## src/rtl/led_pattern_sequencer.sv

```systemverilog
// LED pattern engine: rotate-left, rotate-right, bounce and bar-fill
// over N_LEDS outputs, advanced by a programmable prescaler.
//
// Ports:
//   clk        system clock
//   rst_n      asynchronous active-low reset
//   enable     1 = prescaler runs and pattern advances, 0 = freeze
//   mode       00 rotate-left, 01 rotate-right, 10 bounce, 11 bar-fill
//   step_div   clocks per step (0 behaves as 1)
//   led_output LED drive, inverted when ACTIVE_LOW is set
//   step_pulse one-cycle strobe aligned with each new pattern value
module led_pattern_sequencer #(
    parameter int N_LEDS     = 8,
    parameter int DIV_W      = 32,
    parameter bit ACTIVE_LOW = 1'b1
) (
    input  logic              clk,
    input  logic              rst_n,
    input  logic              enable,
    input  logic [1:0]        mode,
    input  logic [DIV_W-1:0]  step_div,
    output logic [N_LEDS-1:0] led_output,
    output logic              step_pulse
);

    typedef enum logic [1:0] {
        MODE_ROTL   = 2'b00,
        MODE_ROTR   = 2'b01,
        MODE_BOUNCE = 2'b10,
        MODE_BAR    = 2'b11
    } mode_e;

    typedef enum logic {
        DIR_UP = 1'b0,
        DIR_DN = 1'b1
    } dir_e;

    localparam logic [N_LEDS-1:0] PAT_RST = N_LEDS'(1);
    localparam logic [N_LEDS-1:0] PAT_ALL = '1;

    logic [N_LEDS-1:0] pat_q, pat_d, pat_shift;
    dir_e              dir_q, dir_d, dir_shift;
    mode_e             mode_q, mode_d, mode_in;
    logic [DIV_W-1:0]  cnt_q, cnt_d;
    logic [DIV_W-1:0]  div_last;
    logic              pulse_q;
    logic              tick;

    assign mode_in = mode_e'(mode);

    // Last count value of a step; step_div of 0 behaves as 1.
    assign div_last = (step_div == '0) ? '0
                                       : step_div - DIV_W'(1);

    // >= rather than == so a lowered divider ticks at once
    // instead of wrapping the whole counter range.
    assign tick = enable && (cnt_q >= div_last);

    // One step of the currently applied mode, from registered state.
    always_comb begin
        pat_shift = pat_q;
        dir_shift = dir_q;
        unique case (mode_q)
            MODE_ROTL: begin
                pat_shift = {pat_q[N_LEDS-2:0], pat_q[N_LEDS-1]};
            end
            MODE_ROTR: begin
                pat_shift = {pat_q[0], pat_q[N_LEDS-1:1]};
            end
            MODE_BOUNCE: begin
                // Turn around and move in the same step: no dwell
                // at either end.
                if (dir_q == DIR_UP) begin
                    if (pat_q[N_LEDS-1]) begin
                        dir_shift = DIR_DN;
                        pat_shift = pat_q >> 1;
                    end else begin
                        pat_shift = pat_q << 1;
                    end
                end else begin
                    if (pat_q[0]) begin
                        dir_shift = DIR_UP;
                        pat_shift = pat_q << 1;
                    end else begin
                        pat_shift = pat_q >> 1;
                    end
                end
            end
            MODE_BAR: begin
                pat_shift = (pat_q == PAT_ALL) ? '0
                          : {pat_q[N_LEDS-2:0], 1'b1};
            end
        endcase
    end

    always_comb begin
        cnt_d  = cnt_q;
        pat_d  = pat_q;
        dir_d  = dir_q;
        mode_d = mode_q;
        if (enable) begin
            cnt_d = tick ? '0 : cnt_q + DIV_W'(1);
        end
        if (tick) begin
            // A new mode consumes the step as a reload.
            if (mode_in != mode_q) begin
                pat_d  = PAT_RST;
                dir_d  = DIR_UP;
                mode_d = mode_in;
            end else begin
                pat_d = pat_shift;
                dir_d = dir_shift;
            end
        end
    end

    always_ff @(posedge clk or negedge rst_n) begin
        if (!rst_n) begin
            pat_q   <= PAT_RST;
            dir_q   <= DIR_UP;
            mode_q  <= MODE_ROTL;
            cnt_q   <= '0;
            pulse_q <= 1'b0;
        end else begin
            pat_q   <= pat_d;
            dir_q   <= dir_d;
            mode_q  <= mode_d;
            cnt_q   <= cnt_d;
            pulse_q <= tick;
        end
    end

    assign led_output = ACTIVE_LOW ? ~pat_q : pat_q;
    assign step_pulse = pulse_q;

endmodule
```

## config.mk

```make
export PLATFORM = sky130hd
export DESIGN_NAME = led_pattern_sequencer
export DESIGN_NICKNAME = d
export VERILOG_FILES = /design/src/rtl/led_pattern_sequencer.sv
export SDC_FILE = /design/constraint.sdc
export NUM_CORES = 1
export LEC_CHECK = 0
export CAP_MARGIN = 20
export CORE_UTILIZATION = 30
export DETAILED_ROUTE_END_ITERATION = 12
export PLACE_DENSITY = 0.56
export SYNTH_ARGS = -nofsm -noshare
export SYNTH_HDL_FRONTEND = slang
export SYNTH_SLANG_ARGS = --single-unit
```

## constraint.sdc

```tcl
create_clock -name clk -period 2.75 [get_ports clk]
set_input_delay 0.55 -clock clk [delete_from_list [all_inputs] [get_ports clk]]
set_output_delay 0.55 -clock clk [all_outputs]
set_load 0.03 [all_outputs]
```

Word level (Yosys, flattened, before mapping)
Cells that the tools add are included.

word-level totals
  flip-flop bits (word level) = 44
  input bits = 37
  word-level logic and storage cells = 33

operators by class
  add/sub/neg operators = 2
  magnitude comparators = 1
  eq/ne operators = 5
  muxes and demuxes = 13
  bitwise gates (word level) = 1
  reduce and logical (&&, ||, !) cells = 6

operators by type and width
  cell                                                number
  two-way mux 32 bit                                  2
  two-way mux 8 bit                                   5
  adder 32 x 1 -> 32 bit, second input constant       1
  >= comparator 32 bit                                1
  logical NOT 32 bit                                  1
  case mux 8 bit (4 select lines)                     1
  subtractor 32 x 1 -> 32 bit, second input constant  1
  == test 8 bit, second input constant                1
  NOT 8 bit                                           1
  two-way mux 1 bit                                   5
  == test 2 bit, second input constant                2
  AND reduction 2 bit                                 2
  == test 2 x 1 -> 1 bit, second input constant       1
  logical NOT 2 bit                                   1
  != test 2 bit                                       1
  nonzero test 2 bit                                  1
  logical AND 1 bit                                   1

Longest topological paths before layout
Gate-level depths: netlist of the first run.

  depth in word-level cells = 5
  gate-level depth with buffers = 17

Worst setup path before layout of the first run
No wires, ideal clock.

  path type = input port to flip-flop
  from = input port step_div[11]
  to = register pat_q[1]
  setup time = 0.125 ns
  arrival = 4.230 ns
  required time = 2.625 ns
  path slack = -1.605 ns
  stages = 14
  path buffers = 1
  path through = or4_4 nor4b_4 nand2_2 or4b_1 xnor2_1 nand2_1 ha_1 a21oi_1 o21ai_0 a222oi_1 or3b_2 o21a_1 buf_4 mux2_2

between the ends
  word-level cells in the longest chain between the ends = 4
  elaborated cells on any way between the ends = 5
  classes of those cells = 1 x add/sub; 1 x order compare; 1 x mux; 2 x reduce/logical

ends and longest elaborated chain
  what                                                               line    source
  start, declared                                                    21      input logic [DIV_W-1:0] step_div,
  subtractor 32 x 1 -> 32 bit or logical NOT 32 bit (tied branches)  53, 52
  two-way mux 32 bit (*)                                             52      assign div_last = (step_div == '0) ? '0
  >= comparator 32 bit (*)                                           57      assign tick = enable && (cnt_q >= div_last);
  logical AND 1 bit (*)                                              57
  end signal, assigned                                               125     pat_q <= pat_d;
  end, declared                                                      41      logic [N_LEDS-1:0] pat_q, pat_d, pat_shift;

Mark *: on every way between the ends. The rest lies on a longest branch, timed or not.
A chain may end at the register's enable or synchronous reset.

Worst setup path after layout of the first run
  from = input port step_div[11]
  to = register pat_q[3]

The elaborated chain is that of the path after synthesis.

==> key figures, run 1 <==
Floorplanning
  • Die width: approximately 110 µm
  • Placement Rows: 40
  • IO Pins: 46
  • Die area: about 0.013 mm²
  • Initial Util: between 30% and 40%
  • Die H: 113 µm
  • Core ar.: roughly 0.012 mm²

Timing
  • Max Slew Vio Count: 0
  • Fmax: approximately 250 MHz
  • Final worst setup slack: -1.27 ns
  • Tightest Pin Transition: 0.457 ns
  • Tmin final: approximately 4.0 ns
  • Hold Violations, Final: 0
  • Clock Skews: 0.00637 ns
  • Slew headroom: between 60% and 70%
  • Total negative slack: -51.70 ns
  • Fin crit share: 146%
  • RSZ-0062 raised after global routing: true
  • Finish-stage setup viols: 44

Routing
  • Via Count: between 3000 and 4000
  • Drt wl/cell: 13.4 µm
  • Post-DRT Antenna Nets: 0
  • Residual DRC: 0
  • Detailed Route WL: 10.2 mm
  • Via-to-Cell Ratio: slightly below 5
  • Drt first-iter violations: about 270
  • Initial DRT Pass Iterations: 5

Clock network
  • CTS root buf: clkbuf_16
  • CTS Sinks: 44
  • H-tree Lvls: 2
  • CTS tree: yes
  • Clk pin slew, worst setup/hold paths: ~0.060 ns
  • Clock buffer count from CTS: 5
  • Clk_lat worst skew: approximately 0.28 ns
  • Hold buffer count at CTS: 0
  • Buffer levels on the longest clock path: 2

Synth
  • Predominant post-synthesis flop cell: dfrtp_1
  • Yosys warnings: 0
  • Simple-Gate Fraction of Synth Area: ~30%
  • Net Count, Synth: 515
  • Post-synthesis compound-gate area fraction: between 8 and 9%
  • Share of the synthesized area in the top cell type: 29.0%
  • Syn Inst Count: 443
  • Ranking of synthesized cells by area: dfrtp_1 29%, ha_1 12%, xor2_1 7.3%
  • Mean Syn Cell Area: about 8.4 µm²
  • Post-Synth Adder-Cell Area: between 10% and 20%
  • Synth area leader: dfrtp_1
  • Post-synthesis mux area share: slightly above 4%
  • Ys async rst share: 100%
  • Unique masters post-synth: 50
  • Number of flops mapped to enable cells by yosys: 0
  • Synthesized flop and latch total: 44
  • Xor-xnor portion of the synthesized cell area: 13.2%
  • Synthesized cell area: around 0.0037 mm²
  • Seq/Total Area, Yosys: about 30%
  • Largest family of logic cells by synthesized area: simple AND/OR/NAND/NOR gates
  • Top post-synthesis cells by count: 62 x nor2_1, 58 x nand2_1, 43 x dfrtp_1, 35 x ha_1, 31 x xor2_1
  • Most frequent cell after synthesis: nor2_1

Pwr
  • Reg power frac: 40.2%
  • Leakage: roughly 2.5 nW
  • Power consumption: about 1.8 mW
  • Sw Ratio: approximately 28%
  • Combinational Power Share: 22.9%
  • Psw: 509 µW
  • Pwr/cell area: ~320 mW/mm²
  • Worst VDD drop: 304 µV
  • Pint: roughly 1.3 mW
  • Clk pwr share: approximately 37%

Global routing
  • Initial antenna violation count: 0
  • Vias in the first global route: between 3000 and 4000
  • First-pass GRT wire length: 16.2 mm
  • Largest net degree at the start of global routing: 45
  • Gr usage total: between 15 and 20%
  • Remaining Overflow, GRT: 0

Worst setup path
  • Crit Path Category: in2reg
  • CP Launch Type: input port
  • Most used cell, CP: buf_4
  • Critical Path RT: about 2.9 ns
  • Crit Path Max Fanout: 8
  • CP max stage delay: about 0.54 ns
  • Kind of end point of the critical path: flip-flop
  • Critical path data arrival time: 4.19 ns
  • Crit-path cells: buf_6, or4_4, buf_4, or4_4, nor4_4, xor2_1, nand2_1, ha_4, nand2_2, buf_4, buf_4, buf_4, buf_4, nor2_2, nand2_2, a31oi_4, o21a_4, mux2_2
  • Worst reg-to-reg path cell count: 7
  • Slowest cell on crit path: or4_4

Final layout
  • Diode count: 0
  • Nets: about 660
  • Synth-to-layout area growth: 53.7%
  • Share of cells above drive strength 1: 36.5%
  • Final Core Density: between 40% and 50%

Status
  • Failing checks: setup timing
  • Outcome: finished, violations left

Flow run
  • Max cap viols: 0

Placement
  • Pre-CTS setup slack: -2.03 ns
  • Post-DP HPWL: roughly 7.3 mm
  • Routability cong.: 0.846
  • PortBufs: between 40 and 50

Min path
  • Hold WC Path Type: in2async
-- per-layer routing --
layer  up-vias  track usage (%)  share of wire, %
li1       1863                -                 -
met1      1800             19.9                44
met2        42             27.7                52
met3         6             2.41               2.6
met4         0             2.63              0.66
met5         -                0                 0
-- sequential cells by signal, summed over array words and instances, names as in the netlist --
signal / count
cnt_q: 32
pat_q: 8
mode_q: 2
dir_q: 1
step_pulse: 1
-- power by group through the flow --
stage / registers (mW) / logic [mW] / clock network, mW
after global placement: 0.753 / 0.352 / 0
after floorplan: 0.734 / 0.183 / 0
after global routing: 0.751 / 0.472 / 0.732
after detailed placement: 0.757 / 0.362 / 0
final: 0.743 / 0.424 / 0.682
after CTS: 0.744 / 0.382 / 0.702
-- layout by cell type (no fill, tap or decap), types with 5 or more instances in the layout --
master           netlist  layout
xnor2_1               25      24
or2_2                  5       5
nor2_1                62      41
nand4_1               13      13
and3_1                 6       5
xor2_1                31      31
buf_6                  0       5
nand3_1               17      16
a21oi_1               16      14
inv_1                 12      11
nor2_4                 0      10
buf_4                  4      97
nor3_1                14      10
clkbuf_2               0      14
clkdlybuf4s50_1        0      20
nand2_1               58      55
nor2_2                 0      11
ha_4                   0       7
mux2_4                 0       8
o21ai_0               12      10
dfrtp_1               43      43
ha_1                  35      27
a22oi_1                5       5
clkbuf_16              0       6
-- cell type report --
class                      count  area (µm²)
fill                        1152        6350
clock buffer                   5         125
clock inverter                 3        46.3
inverter                      12        45.0
tap                          168         210
sequential                    44        1100
timing repair buffer         150        1220
multi-input combinational    377        2960
-- cells by family after synthesis --
group                      count (synthesis)
AOI/OAI and AO/OA                         52
xor gates and xnor gates                  56
adders and majority gates                 35
buffers and inverters                     23
DFF                                       44
muxes                                     14
and+or+nand+nor                          219
-- worst max-delay path: cells and delay by family --
family	cells	cell delay [ns]
fa+ha+maj	1	0.28
mux	1	0.35
buf+inv	6	0.74
compound gates	2	0.47
xor+xnor	1	0.22
simple gates	7	1.57
-- per-stage QoR --
stage | cells | area, µm² | hold WS [ns]
2_1_floorplan | 443 | 3750 | 0.254
3_3_place_gp | 719 | 4900 | 0.539
3_5_place_dp | 719 | 4900 | 0.551
4_1_cts | 749 | 5440 | 0.475
5_1_grt | 759 | 5710 | 0.0672
6_report | 759 | 5710 | 0.0744
-- what timing repair did --
item / CTS / global route
gates resized for setup: 89 / 75
pin swaps: 44 / 42
endpoints found under the hold margin: 0 / 0
setup endpoints to repair: 44 / 44
gates cloned: 1 / 1
buffers inserted: 21 / 9
-- final timing paths --
path	from	to	slack, ns
max	step_div[11]	pat_q[3]	-1.27
min	rst_n	cnt_q[26]	0.07
max reg2reg	cnt_q[13]	pat_q[3]	0.18
min reg2reg	cnt_q[30]	cnt_q[30]	0.61
max in group asynchronous	rst_n	pat_q[0]	2.18
min in group clk	cnt_q[30]	cnt_q[30]	0.61
No activity file was read; power rests on OpenSTA's default activity.
==> run 2, diff against run 1 <==
- CORE_ASPECT_RATIO: default -> 0.9
- PLACE_DENSITY: 0.56 -> 0.53
==> key figures, run 2 (synthesis results as in run 1) <==
Status
  • Outcome: finished, violations left (unchanged)
  • Failing checks: setup timing (unchanged)

Timing
  • RSZ-0062 raised after global routing: true (unchanged)
  • Fin crit share: 150% (was 146%)
  • Tmin final: 4.11 ns (was 4.02 ns)
  • Finish-stage setup viols: 44 (unchanged)
  • Clock Skews: 0.00885 ns (was 0.00637 ns)
  • Total negative slack: -56.97 ns (was -51.70 ns)
  • Tightest Pin Transition: 0.554 ns (was 0.457 ns)
  • Slew headroom: 62.1% (was 68.7%)
  • WHS: 0.102 ns (was 0.0744 ns)
  • Max Slew Vio Count: 0 (unchanged)
  • Fmax: 243 MHz (was 249 MHz)
  • Final worst setup slack: -1.36 ns (was -1.27 ns)
  • Hold Violations, Final: 0 (unchanged)

Global routing
  • Remaining Overflow, GRT: 0 (unchanged)
  • Vias in the first global route: 3497 (was 3451)
  • First-pass GRT wire length: 16.1 mm (was 16.2 mm)
  • Gr usage total: 15.6% (was 15.5%)
  • Initial antenna violation count: 0 (unchanged)
  • Largest net degree at the start of global routing: 24 (was 45)

Worst setup path
  • Crit Path Category: in2reg (unchanged)
  • CP Launch Type: input port (unchanged)
  • Critical path data arrival time: 4.28 ns (was 4.19 ns)
  • RR Startpoint: cnt_q[0] (was cnt_q[13])
  • Critical Path RT: 2.92 ns (about the same)
  • Crit Path Max Fanout: 7 (was 8)
  • CP startpoint: step_div[25] (was step_div[11])
  • Kind of end point of the critical path: flip-flop (unchanged)

Floorplanning
  • Die area: 0.0128 mm² (about the same)
  • Placement Rows: 38 (was 40)
  • Die H: 108 µm (was 113 µm)
  • Die width: 119 µm (was 113 µm)
  • Core ar.: 0.0121 mm² (about the same)
  • Initial Util: 30.8% (about the same)
  • IO Pins: 46 (unchanged)

Clock network
  • Hold buffer count at CTS: 0 (unchanged)
  • Buffer levels on the longest clock path: 2 (unchanged)
  • CTS Sinks: 44 (unchanged)
  • CTS tree: yes (unchanged)
  • Clk pin slew, worst setup/hold paths: 0.06 ns (about the same)
  • CTS root buf: clkbuf_16 (unchanged)
  • H-tree Lvls: 2 (unchanged)
  • Clock buffer count from CTS: 5 (unchanged)
  • Clk_lat worst skew: 0.29 ns (was 0.28 ns)

Final layout
  • Fillers: 1166 (was 1152)
  • Reg with most FFs: cnt_q (unchanged)
  • Finished Cell Area: 0.00576 mm² (was 0.00571 mm²)
  • Most frequent cells in the layout: 98 x buf_4, 55 x nand2_1, 43 x dfrtp_1, 36 x nor2_1 (was 97 x buf_4, 55 x nand2_1, 43 x dfrtp_1, 41 x nor2_1, 31 x xor2_1)
  • Share of cells above drive strength 1: 35.1% (was 36.5%)
  • Largest register FFs: 32 (unchanged)
  • Diode count: 0 (unchanged)
  • Synth-to-layout area growth: 55.0% (was 53.7%)
  • Biggest regs: cnt_q x32, pat_q x8, mode_q x2 (unchanged)
  • Nets: 666 (was 662)
  • Leading cell type in the layout, fill and taps excluded: buf_4 (unchanged)
  • Final Core Density: 47.7% (was 47.3%)

Routing
  • Via-to-Cell Ratio: 4.94 (was 4.89)
  • Drt wl/cell: 13.5 µm (was 13.4 µm)
  • Drt first-iter violations: 202 (was 274)
  • Post-DRT Antenna Nets: 0 (unchanged)
  • Via Count: 3727 (was 3711)
  • Initial DRT Pass Iterations: 4 (was 5)
  • Detailed Route WL: 10.2 mm (about the same)
  • Residual DRC: 0 (unchanged)

Pwr
  • Worst VDD drop: 273 µV (was 304 µV)
  • Pwr/cell area: 303 mW/mm² (was 324 mW/mm²)
  • Leakage: 2.60 nW (was 2.54 nW)

Placement
  • Routability cong.: 0.837 (was 0.846)
  • Post-DP HPWL: 7.26 mm (was 7.29 mm)
  • Cell Area, Placed: 0.00488 mm² (was 0.00490 mm²)
  • PortBufs: 45 (unchanged)

Flow run
  • Max cap viols: 0 (unchanged)

Min path
  • Hold WC Path Type: in2async (unchanged)
-- run 2: final cells by class --
type	instances	area [µm²]	area share (%)
Clock buffer	6	139	2.41
Clock inverter	2	10.0	0.174
Inverter	12	45.0	0.782
Multi-Input combinational cell	377	2930	50.8
Sequential cell	44	1100	19.1
Tap cell	160	200	3.48
Timing Repair Buffer	154	1340	23.2
-- run 2: what timing repair did --
action                     4_1_cts  5_1_grt
setup endpoints to repair       44       44
hold endpoints to repair         0        0
setup buffers                   23       10
gates cloned                     3        1
resized for setup              105       47
pin swaps                       47       23
-- run 2: worst paths after layout --
kind	cells after the start	slack [ns]	end
setup / recovery	15	-1.36	pat_q[4]
hold / removal	1	0.10	cnt_q[26]
setup reg to reg	9	0.09	pat_q[4]
hold reg to reg	2	0.59	cnt_q[29]
max in group asynchronous	2	2.06	pat_q[0]
min in group clk	2	0.59	cnt_q[29]
-- run 2: worst max-delay path, cell delays in order --
cell and delay [ns]:
clkdlybuf4s15_1 0.19, or4_4 0.53, or3_4 0.42, nor3_4 0.17, and3_4 0.25, buf_4 0.12, nor2_1 0.04, ha_1 0.25
nand2b_1 0.13, a2111oi_0 0.55, or4b_4 0.26, a31oi_4 0.09, buf_6 0.14, o21a_4 0.26, mux2_4 0.31
-- run 2: metal layers --
| layer | track usage [%] | vias up | routed length, µm |
|---|---|---|---|
| li1 | - | 1882 | - |
| met1 | 19.8 | 1777 | 4650 |
| met2 | 27.2 | 56 | 5050 |
| met3 | 3.44 | 12 | 365 |
| met4 | 3.30 | 0 | 116 |
| met5 | 0 | - | 0 |
-- run 2: power breakdown --
part / total (mW) / switching (mW) / internal, mW / leakage, nW
combinational: 0.412 / 0.193 / 0.219 / 1.92
sequential: 0.742 / 0.0571 / 0.685 / 0.602
clock: 0.591 / 0.234 / 0.358 / 0.0766
-- run 2: metrics by stage --
stage	power (mW)	instances	worst slack [ns]
final	1.75	755	-1.36
after global routing	1.85	755	-1.56
after CTS	1.73	744	-1.33
after detailed placement	1.11	710	-2.03
after global placement	1.11	710	-1.98
after floorplan	0.917	443	-1.43
